File: config.mk
export PLATFORM = sky130hd
export DESIGN_NAME = fault_test_sequencer
export DESIGN_NICKNAME = d
export VERILOG_FILES = /design/src/rtl/fault_test_pkg.sv /design/src/rtl/fault_test_sequencer_settle_timer.sv /design/src/rtl/fault_test_sequencer.sv
export SDC_FILE = /design/constraint.sdc
export NUM_CORES = 1
export LEC_CHECK = 0
export ABC_AREA = 1
export CORE_ASPECT_RATIO = 1.25
export CORE_MARGIN = 5
export CORE_UTILIZATION = 45
export CTS_CLUSTER_SIZE = 16
export DETAILED_ROUTE_END_ITERATION = 6
export PLACE_DENSITY_LB_ADDON = 0.12
export SLEW_MARGIN = 20
export SYNTH_ARGS = -nofsm -noshare
export SYNTH_HDL_FRONTEND = slang
export SYNTH_SLANG_ARGS = --single-unit
File: constraint.sdc
create_clock -name clk -period 1.7 [get_ports clk]
set_input_delay 0.255 -clock clk [delete_from_list [all_inputs] [get_ports clk]]
set_output_delay 0.255 -clock clk [all_outputs]
set_load 0.01 [all_outputs]
File: src/rtl/fault_test_pkg.sv
// Shared definitions for the stuck-at fault test sequencer: FSM state
// encoding and a helper that turns an input width into a vector count.
package fault_test_pkg;

   typedef enum logic [1:0] {
      ST_IDLE,
      ST_SETTLE,
      ST_SAMPLE,
      ST_DONE
   } state_t;

   // Number of distinct vectors an n_in-bit CUT input can take.
   function automatic int vec_count(input int n_in);
      return 1 << n_in;
   endfunction

   localparam int DEFAULT_N_IN      = 3;
   localparam int DEFAULT_VEC_COUNT = vec_count(DEFAULT_N_IN);

endpackage

File: src/rtl/fault_test_sequencer_settle_timer.sv
// settle_timer: loadable down-counter that tells the sequencer when the
// current vector has been held long enough for both CUTs to settle.
module settle_timer #(
   parameter int WIDTH = 2
) (
   input  logic             clk,
   input  logic             rst,
   input  logic             load,
   input  logic [WIDTH-1:0] load_value,
   input  logic             dec,
   output logic             zero
);

   logic [WIDTH-1:0] count_reg;

   // Load has priority; decrement stops at zero so the count never wraps.
   always_ff @(posedge clk) begin
      if (rst) begin
         count_reg <= '0;
      end else if (load) begin
         count_reg <= load_value;
      end else if (dec && (count_reg != '0)) begin
         count_reg <= count_reg - WIDTH'(1);
      end
   end

   assign zero = (count_reg == '0);

endmodule

File: src/rtl/fault_test_sequencer.sv
// fault_test_sequencer: applies every input vector to a fault-free and a
// faulty CUT copy, waits a settle window, compares their outputs and
// records which vectors detect the fault.
// Optional build macro STOP_ON_FIRST_DETECT_EN: end the run at the first
// detecting vector instead of applying all vectors.
module fault_test_sequencer
   import fault_test_pkg::*;
#(
   parameter int N_IN          = 3,
   parameter int SETTLE_CYCLES = 2
) (
   input  logic                 clk,
   input  logic                 rst,
   input  logic                 start,
   output logic [N_IN-1:0]      vec,
   input  logic                 f0,
   input  logic                 f1,
   output logic                 busy,
   output logic                 done,
   output logic [(1<<N_IN)-1:0] detect_mask,
   output logic [N_IN:0]        detect_count,
   output logic [N_IN-1:0]      first_vec,
   output logic                 first_valid
);

   localparam int NVEC = vec_count(N_IN);
   localparam int TW   = $clog2(SETTLE_CYCLES) + 1;
   localparam logic [TW-1:0]   SETTLE_LOAD = TW'(SETTLE_CYCLES - 1);
   localparam logic [N_IN-1:0] LAST_VEC    = '1;

   state_t            state_reg, state_next;
   logic [N_IN-1:0]   vec_reg;
   logic              busy_reg, done_reg;
   logic [NVEC-1:0]   mask_reg;
   logic [N_IN:0]     count_reg;
   logic [N_IN-1:0]   first_vec_reg;
   logic              first_valid_reg;

   logic              timer_load, timer_dec, timer_zero;
   logic              start_accept;
   logic              hit;
   logic              finish_run;

   // Only the SAMPLE state ever looks at this, so SETTLE glitches are harmless.
   assign hit = f0 ^ f1;

`ifdef STOP_ON_FIRST_DETECT_EN
   assign finish_run = (vec_reg == LAST_VEC) || hit;
`else
   assign finish_run = (vec_reg == LAST_VEC);
`endif

   settle_timer #(.WIDTH(TW)) u_settle_timer (
      .clk        (clk),
      .rst        (rst),
      .load       (timer_load),
      .load_value (SETTLE_LOAD),
      .dec        (timer_dec),
      .zero       (timer_zero)
   );

   // State register.
   always_ff @(posedge clk) begin
      if (rst) state_reg <= ST_IDLE;
      else     state_reg <= state_next;
   end

   // Next-state and timer control. busy_reg still being high in IDLE marks
   // the done-pulse cycle, during which a start must not be accepted.
   always_comb begin
      state_next   = state_reg;
      timer_load   = 1'b0;
      timer_dec    = 1'b0;
      start_accept = 1'b0;
      case (state_reg)
         ST_IDLE: begin
            if (start && !busy_reg) begin
               start_accept = 1'b1;
               timer_load   = 1'b1;
               state_next   = ST_SETTLE;
            end
         end
         ST_SETTLE: begin
            if (timer_zero) state_next = ST_SAMPLE;
            else            timer_dec  = 1'b1;
         end
         ST_SAMPLE: begin
            if (finish_run) begin
               state_next = ST_DONE;
            end else begin
               timer_load = 1'b1;
               state_next = ST_SETTLE;
            end
         end
         ST_DONE: begin
            state_next = ST_IDLE;
         end
         default: begin
            state_next = ST_IDLE;
         end
      endcase
   end

   // Vector counter, handshake flags and detection results.
   always_ff @(posedge clk) begin
      if (rst) begin
         vec_reg         <= '0;
         busy_reg        <= 1'b0;
         done_reg        <= 1'b0;
         mask_reg        <= '0;
         count_reg       <= '0;
         first_vec_reg   <= '0;
         first_valid_reg <= 1'b0;
      end else begin
         done_reg <= (state_reg == ST_DONE);
         if (done_reg) busy_reg <= 1'b0;
         if (start_accept) begin
            busy_reg        <= 1'b1;
            vec_reg         <= '0;
            mask_reg        <= '0;
            count_reg       <= '0;
            first_vec_reg   <= '0;
            first_valid_reg <= 1'b0;
         end
         if (state_reg == ST_SAMPLE) begin
            if (hit) begin
               mask_reg[vec_reg] <= 1'b1;
               count_reg         <= count_reg + (N_IN+1)'(1);
               if (!first_valid_reg) begin
                  first_vec_reg   <= vec_reg;
                  first_valid_reg <= 1'b1;
               end
            end
            if (!finish_run) vec_reg <= vec_reg + N_IN'(1);
         end
      end
   end

   assign vec          = vec_reg;
   assign busy         = busy_reg;
   assign done         = done_reg;
   assign detect_mask  = mask_reg;
   assign detect_count = count_reg;
   assign first_vec    = first_vec_reg;
   assign first_valid  = first_valid_reg;

endmodule

==> flow_summary.html <==
<table>
<tr><th>Metric</th><th>Value</th></tr>
<tr><th colspan="2">Outcome</th></tr>
<tr><td>Result of the run</td><td>finished clean</td></tr>
<tr><th colspan="2">STA</th></tr>
<tr><td>Max Fclk</td><td>637.5 MHz</td></tr>
<tr><td>Pin slew with the least headroom to its limit</td><td>0.3388 ns</td></tr>
<tr><td>Largest clock skew in the final design</td><td>0.01101 ns</td></tr>
<tr><td>Total negative slack for setup checks</td><td>0 ns</td></tr>
<tr><td>Fin crit share</td><td>92.27%</td></tr>
<tr><td>Worst-case headroom to the max-slew limit</td><td>77.39%</td></tr>
<tr><td>Setup repair after global routing missed its margin</td><td>no</td></tr>
<tr><td># setup viols final</td><td>0</td></tr>
<tr><td>Crit path setup slack, layout</td><td>0.1314 ns</td></tr>
<tr><td>Min cycle time layout</td><td>1.569 ns</td></tr>
<tr><td>Final max-slew violation count</td><td>0</td></tr>
<tr><td>Final Hold Violating Endpoints</td><td>0</td></tr>
<tr><th colspan="2">Min path</th></tr>
<tr><td>Cells on Worst Hold Path</td><td>2</td></tr>
<tr><td>Type of the tightest min-delay check</td><td>reg2reg</td></tr>
<tr><th colspan="2">Clock network</th></tr>
<tr><td>Root Driver</td><td>sky130_fd_sc_hd__clkbuf_4</td></tr>
<tr><td>Clock sinks</td><td>25</td></tr>
<tr><td>Post-CTS Repair Setup Buffers</td><td>0</td></tr>
<tr><td>CTS clk-pin slew, worst paths</td><td>0.14 ns</td></tr>
<tr><td>Number of buffers inserted during clock tree synthesis</td><td>3</td></tr>
<tr><td>Max clock buf depth</td><td>2</td></tr>
<tr><td>Clock latency at the later pin of the worst-skew pair</td><td>0.31 ns</td></tr>
<tr><td>H-tree depth</td><td>1</td></tr>
<tr><td>TritonCTS clock tree</td><td>yes</td></tr>
<tr><th colspan="2">Yosys</th></tr>
<tr><td>Most frequent cells after synthesis</td><td>sky130_fd_sc_hd__nand2_1 (49), sky130_fd_sc_hd__nor2_1 (29), sky130_fd_sc_hd__dfxtp_1 (25)</td></tr>
<tr><td>Post-synthesis cell type with the largest combined area</td><td>sky130_fd_sc_hd__dfxtp_1</td></tr>
<tr><td>Post-synth EDFFs</td><td>0</td></tr>
<tr><td>Sequential share of the synthesized area</td><td>41.80%</td></tr>
<tr><td>Synth Instances</td><td>169</td></tr>
<tr><td>Most common cell in the netlist</td><td>sky130_fd_sc_hd__nand2_1</td></tr>
<tr><td>Prevailing post-synth register cell</td><td>sky130_fd_sc_hd__dfxtp_1</td></tr>
<tr><td>Count of synthesis-stage warnings from yosys</td><td>0</td></tr>
<tr><td>Share of flip-flops with an asynchronous set or reset</td><td>0%</td></tr>
<tr><td>Mean post-synth cell area</td><td>7.085 um2</td></tr>
<tr><td>Yosys cell types</td><td>23</td></tr>
<tr><td>Net Count, Synth</td><td>178</td></tr>
<tr><td>Post-synthesis cell area</td><td>1197 um2</td></tr>
<tr><td>Seq cells post-synth</td><td>25</td></tr>
<tr><td>Largest cells by area after synthesis</td><td>sky130_fd_sc_hd__dfxtp_1 (42%), sky130_fd_sc_hd__nand2_1 (15%), sky130_fd_sc_hd__nor2_1 (9.1%), sky130_fd_sc_hd__inv_1 (5.3%), sky130_fd_sc_hd__ha_1 (4.2%)</td></tr>
<tr><td>Area share of the largest cell type after synthesis</td><td>41.80%</td></tr>
<tr><th colspan="2">Floorplanning</th></tr>
<tr><td>Number of I/O pins</td><td>26</td></tr>
<tr><td>Die Span X</td><td>56.14 um</td></tr>
<tr><td>Effective utilization at floorplan</td><td>45.57%</td></tr>
<tr><td>Vert. Die Dim</td><td>67.67 um</td></tr>
<tr><td>Cell Rows</td><td>21</td></tr>
<tr><td>Floorplan die area</td><td>3799 um2</td></tr>
<tr><td>Area of the placeable core</td><td>2628 um2</td></tr>
<tr><th colspan="2">Drt</th></tr>
<tr><td>DR vias</td><td>1,099</td></tr>
<tr><td>First-pass DRT Iterations</td><td>4</td></tr>
<tr><td>Drt total wl</td><td>2410 um</td></tr>
<tr><td>Iteration-0 DRC Markers</td><td>43</td></tr>
<tr><td>Post-DR wirelength/cell</td><td>10.48 um</td></tr>
<tr><td>Post-DRT Antenna Nets</td><td>0</td></tr>
<tr><td>DRC violation count after routing</td><td>0</td></tr>
<tr><td>Vias per Instance</td><td>4.778</td></tr>
<tr><th colspan="2">Global route</th></tr>
<tr><td>Total global-route track usage</td><td>13.46%</td></tr>
<tr><td>Number of global-route vias before repair</td><td>1,003</td></tr>
<tr><td>Wire length of the first global-routing pass</td><td>4133 um</td></tr>
<tr><td>Largest net degree at the start of global routing</td><td>15</td></tr>
<tr><td>Gr ovfl total</td><td>0</td></tr>
<tr><td>Initial antenna violation count</td><td>0</td></tr>
<tr><th colspan="2">Place</th></tr>
<tr><td>Count of input and output buffers</td><td>25</td></tr>
<tr><td>Placed Cells</td><td>226</td></tr>
<tr><td>Final estimated routing congestion in global placement</td><td>0.7889</td></tr>
<tr><td>Worst setup timing slack at the placement stage</td><td>0.2209 ns</td></tr>
<tr><td>Detailed placer's ending HPWL</td><td>1908 um</td></tr>
<tr><th colspan="2">Power</th></tr>
<tr><td>Worst voltage drop across the vdd grid</td><td>0.4512 mV</td></tr>
<tr><td>Power after layout</td><td>1.114 mW</td></tr>
<tr><td>Power density normalized to cell area</td><td>738.9 nW/um2</td></tr>
<tr><td>Net Sw Power</td><td>0.3285 mW</td></tr>
<tr><td>Relative contribution of the clock network to total power</td><td>23.2%</td></tr>
<tr><td>Net Sw Frac</td><td>29.48%</td></tr>
<tr><td>Leakage</td><td>0.6056 nW</td></tr>
<tr><td>Internal power</td><td>0.7857 mW</td></tr>
<tr><td>Portion of total power attributed to combinational logic</td><td>19.4%</td></tr>
<tr><td>Sequential power share</td><td>57.4%</td></tr>
<tr><th colspan="2">Worst setup path</th></tr>
<tr><td>Cells traversed along the worst timing path</td><td>clkdlybuf4s50_1</td></tr>
<tr><td>Critical path launch point type</td><td>register</td></tr>
<tr><td>CP bufs+invs</td><td>1</td></tr>
<tr><td>Cell with the largest stage delay on the worst path</td><td>sky130_fd_sc_hd__clkdlybuf4s50_1</td></tr>
<tr><td>Cell family with the largest share of critical-path delay</td><td>buffers and inverters</td></tr>
<tr><td>Kind of critical path</td><td>reg2out</td></tr>
<tr><td>Delay of the slowest critical-path stage</td><td>0.56 ns</td></tr>
<tr><td>Number of stages on the worst setup path</td><td>1</td></tr>
<tr><td>Number of cell instances on the worst register-to-register path</td><td>6</td></tr>
<tr><td>Required arrival time at the worst endpoint</td><td>1.44 ns</td></tr>
<tr><td>Critical path capture point type</td><td>primary output</td></tr>
<tr><td>Maximum fanout along the worst path</td><td>8</td></tr>
<tr><td>Critical path arrival</td><td>1.31 ns</td></tr>
<tr><th colspan="2">Finish</th></tr>
<tr><td>Share of final-layout standard cells stronger than drive strength 1</td><td>10.20%</td></tr>
<tr><td>Number of antenna diodes</td><td>0</td></tr>
<tr><td>Syn-to-layout area delta</td><td>25.91%</td></tr>
<tr><td>Post-layout nets</td><td>206</td></tr>
<tr><td>Number of flip-flops in the largest register</td><td>8</td></tr>
<tr><td>Final std cells w/o fill</td><td>230</td></tr>
<tr><td>Layout Utilization</td><td>57.38%</td></tr>
<tr><td>Number of filler cells placed in the layout</td><td>258</td></tr>
<tr><th colspan="2">Job</th></tr>
<tr><td>Maximum capacitance violations</td><td>0</td></tr>
</table>
==> timing repair <==
item                                    in CTS  in global routing
gates resized for setup                      0                  1
endpoints found under the setup margin       0                  1
hold buffers                                 0                  0
==> metrics by stage <==
stage               hold slack, ns  cell area, um2
floorplan                   0.3241            1197
global placement            0.4560            1479
detailed placement          0.4590            1479
CTS                         0.4776            1506
global route                0.4940            1508
finish                      0.4720            1508
==> cells in the final DEF (no fill, tap or decap), types with 2 or more instances in the layout <==
cell type                         Yosys  final
sky130_fd_sc_hd__clkdlybuf4s50_1      0     25
sky130_fd_sc_hd__a21oi_1              9      9
sky130_fd_sc_hd__inv_1               17     17
sky130_fd_sc_hd__ha_1                 4      4
sky130_fd_sc_hd__o21ai_1              2      2
sky130_fd_sc_hd__a21oi_2              3      3
sky130_fd_sc_hd__nor2_1              29     29
sky130_fd_sc_hd__clkbuf_4             0      3
sky130_fd_sc_hd__inv_2                2      2
sky130_fd_sc_hd__nand4_1              4      4
sky130_fd_sc_hd__nor2_4               2      2
sky130_fd_sc_hd__dfxtp_1             25     24
sky130_fd_sc_hd__nand2_1             49     49
sky130_fd_sc_hd__nor2_2               4      4
sky130_fd_sc_hd__o21ai_0              5      5
sky130_fd_sc_hd__nand3_1              4      4
==> routing by layer <==
metal	routed length (um)	track usage (%)	share of wire (%)
met2	1176	24.42	49
met1	1118	16.01	46
met4	13	4.451	0.54
met3	101	2.486	4.2
met5	0	0	0
==> cell type report <==
class,instances,area [um2],share of cell area (%)
Inverter,20,80.08,5.311
Tap cell,34,42.54,2.822
Multi-Input combinational cell,121,598.1,39.67
Timing Repair Buffer,26,257.7,17.10
Clock buffer,3,22.52,1.494
Sequential cell,25,501.7,33.28
Clock inverter,1,5.005,0.3319
==> logic make-up after synthesis <==
group                    synth area share, %
XOR/XNOR                              0.7316
buffers and inverters                  8.255
adder cells (fa/ha/maj)                4.180
AND/OR/NAND/NOR                        35.53
AO/OA/AOI/OAI                          9.509
flip-flops                             41.80
==> power by group through the flow <==
stage | logic, mW | registers, mW | clock network (mW)
3_5_place_dp | 0.219 | 0.652 | 0
2_1_floorplan | 0.152 | 0.653 | 0
4_1_cts | 0.220 | 0.639 | 0.273
6_report | 0.217 | 0.639 | 0.259
3_3_place_gp | 0.215 | 0.649 | 0
5_1_grt | 0.249 | 0.643 | 0.293
==> final timing paths <==
path | startpoint | end | slack (ns)
max | vec[0] | vec[0] | 0.13
min | detect_mask[5] | detect_mask[5] | 0.47
max reg2reg | vec[0] | vec[1] | 0.34
min reg2reg | detect_mask[5] | detect_mask[5] | 0.47
Power figures use the tool's default switching activity.
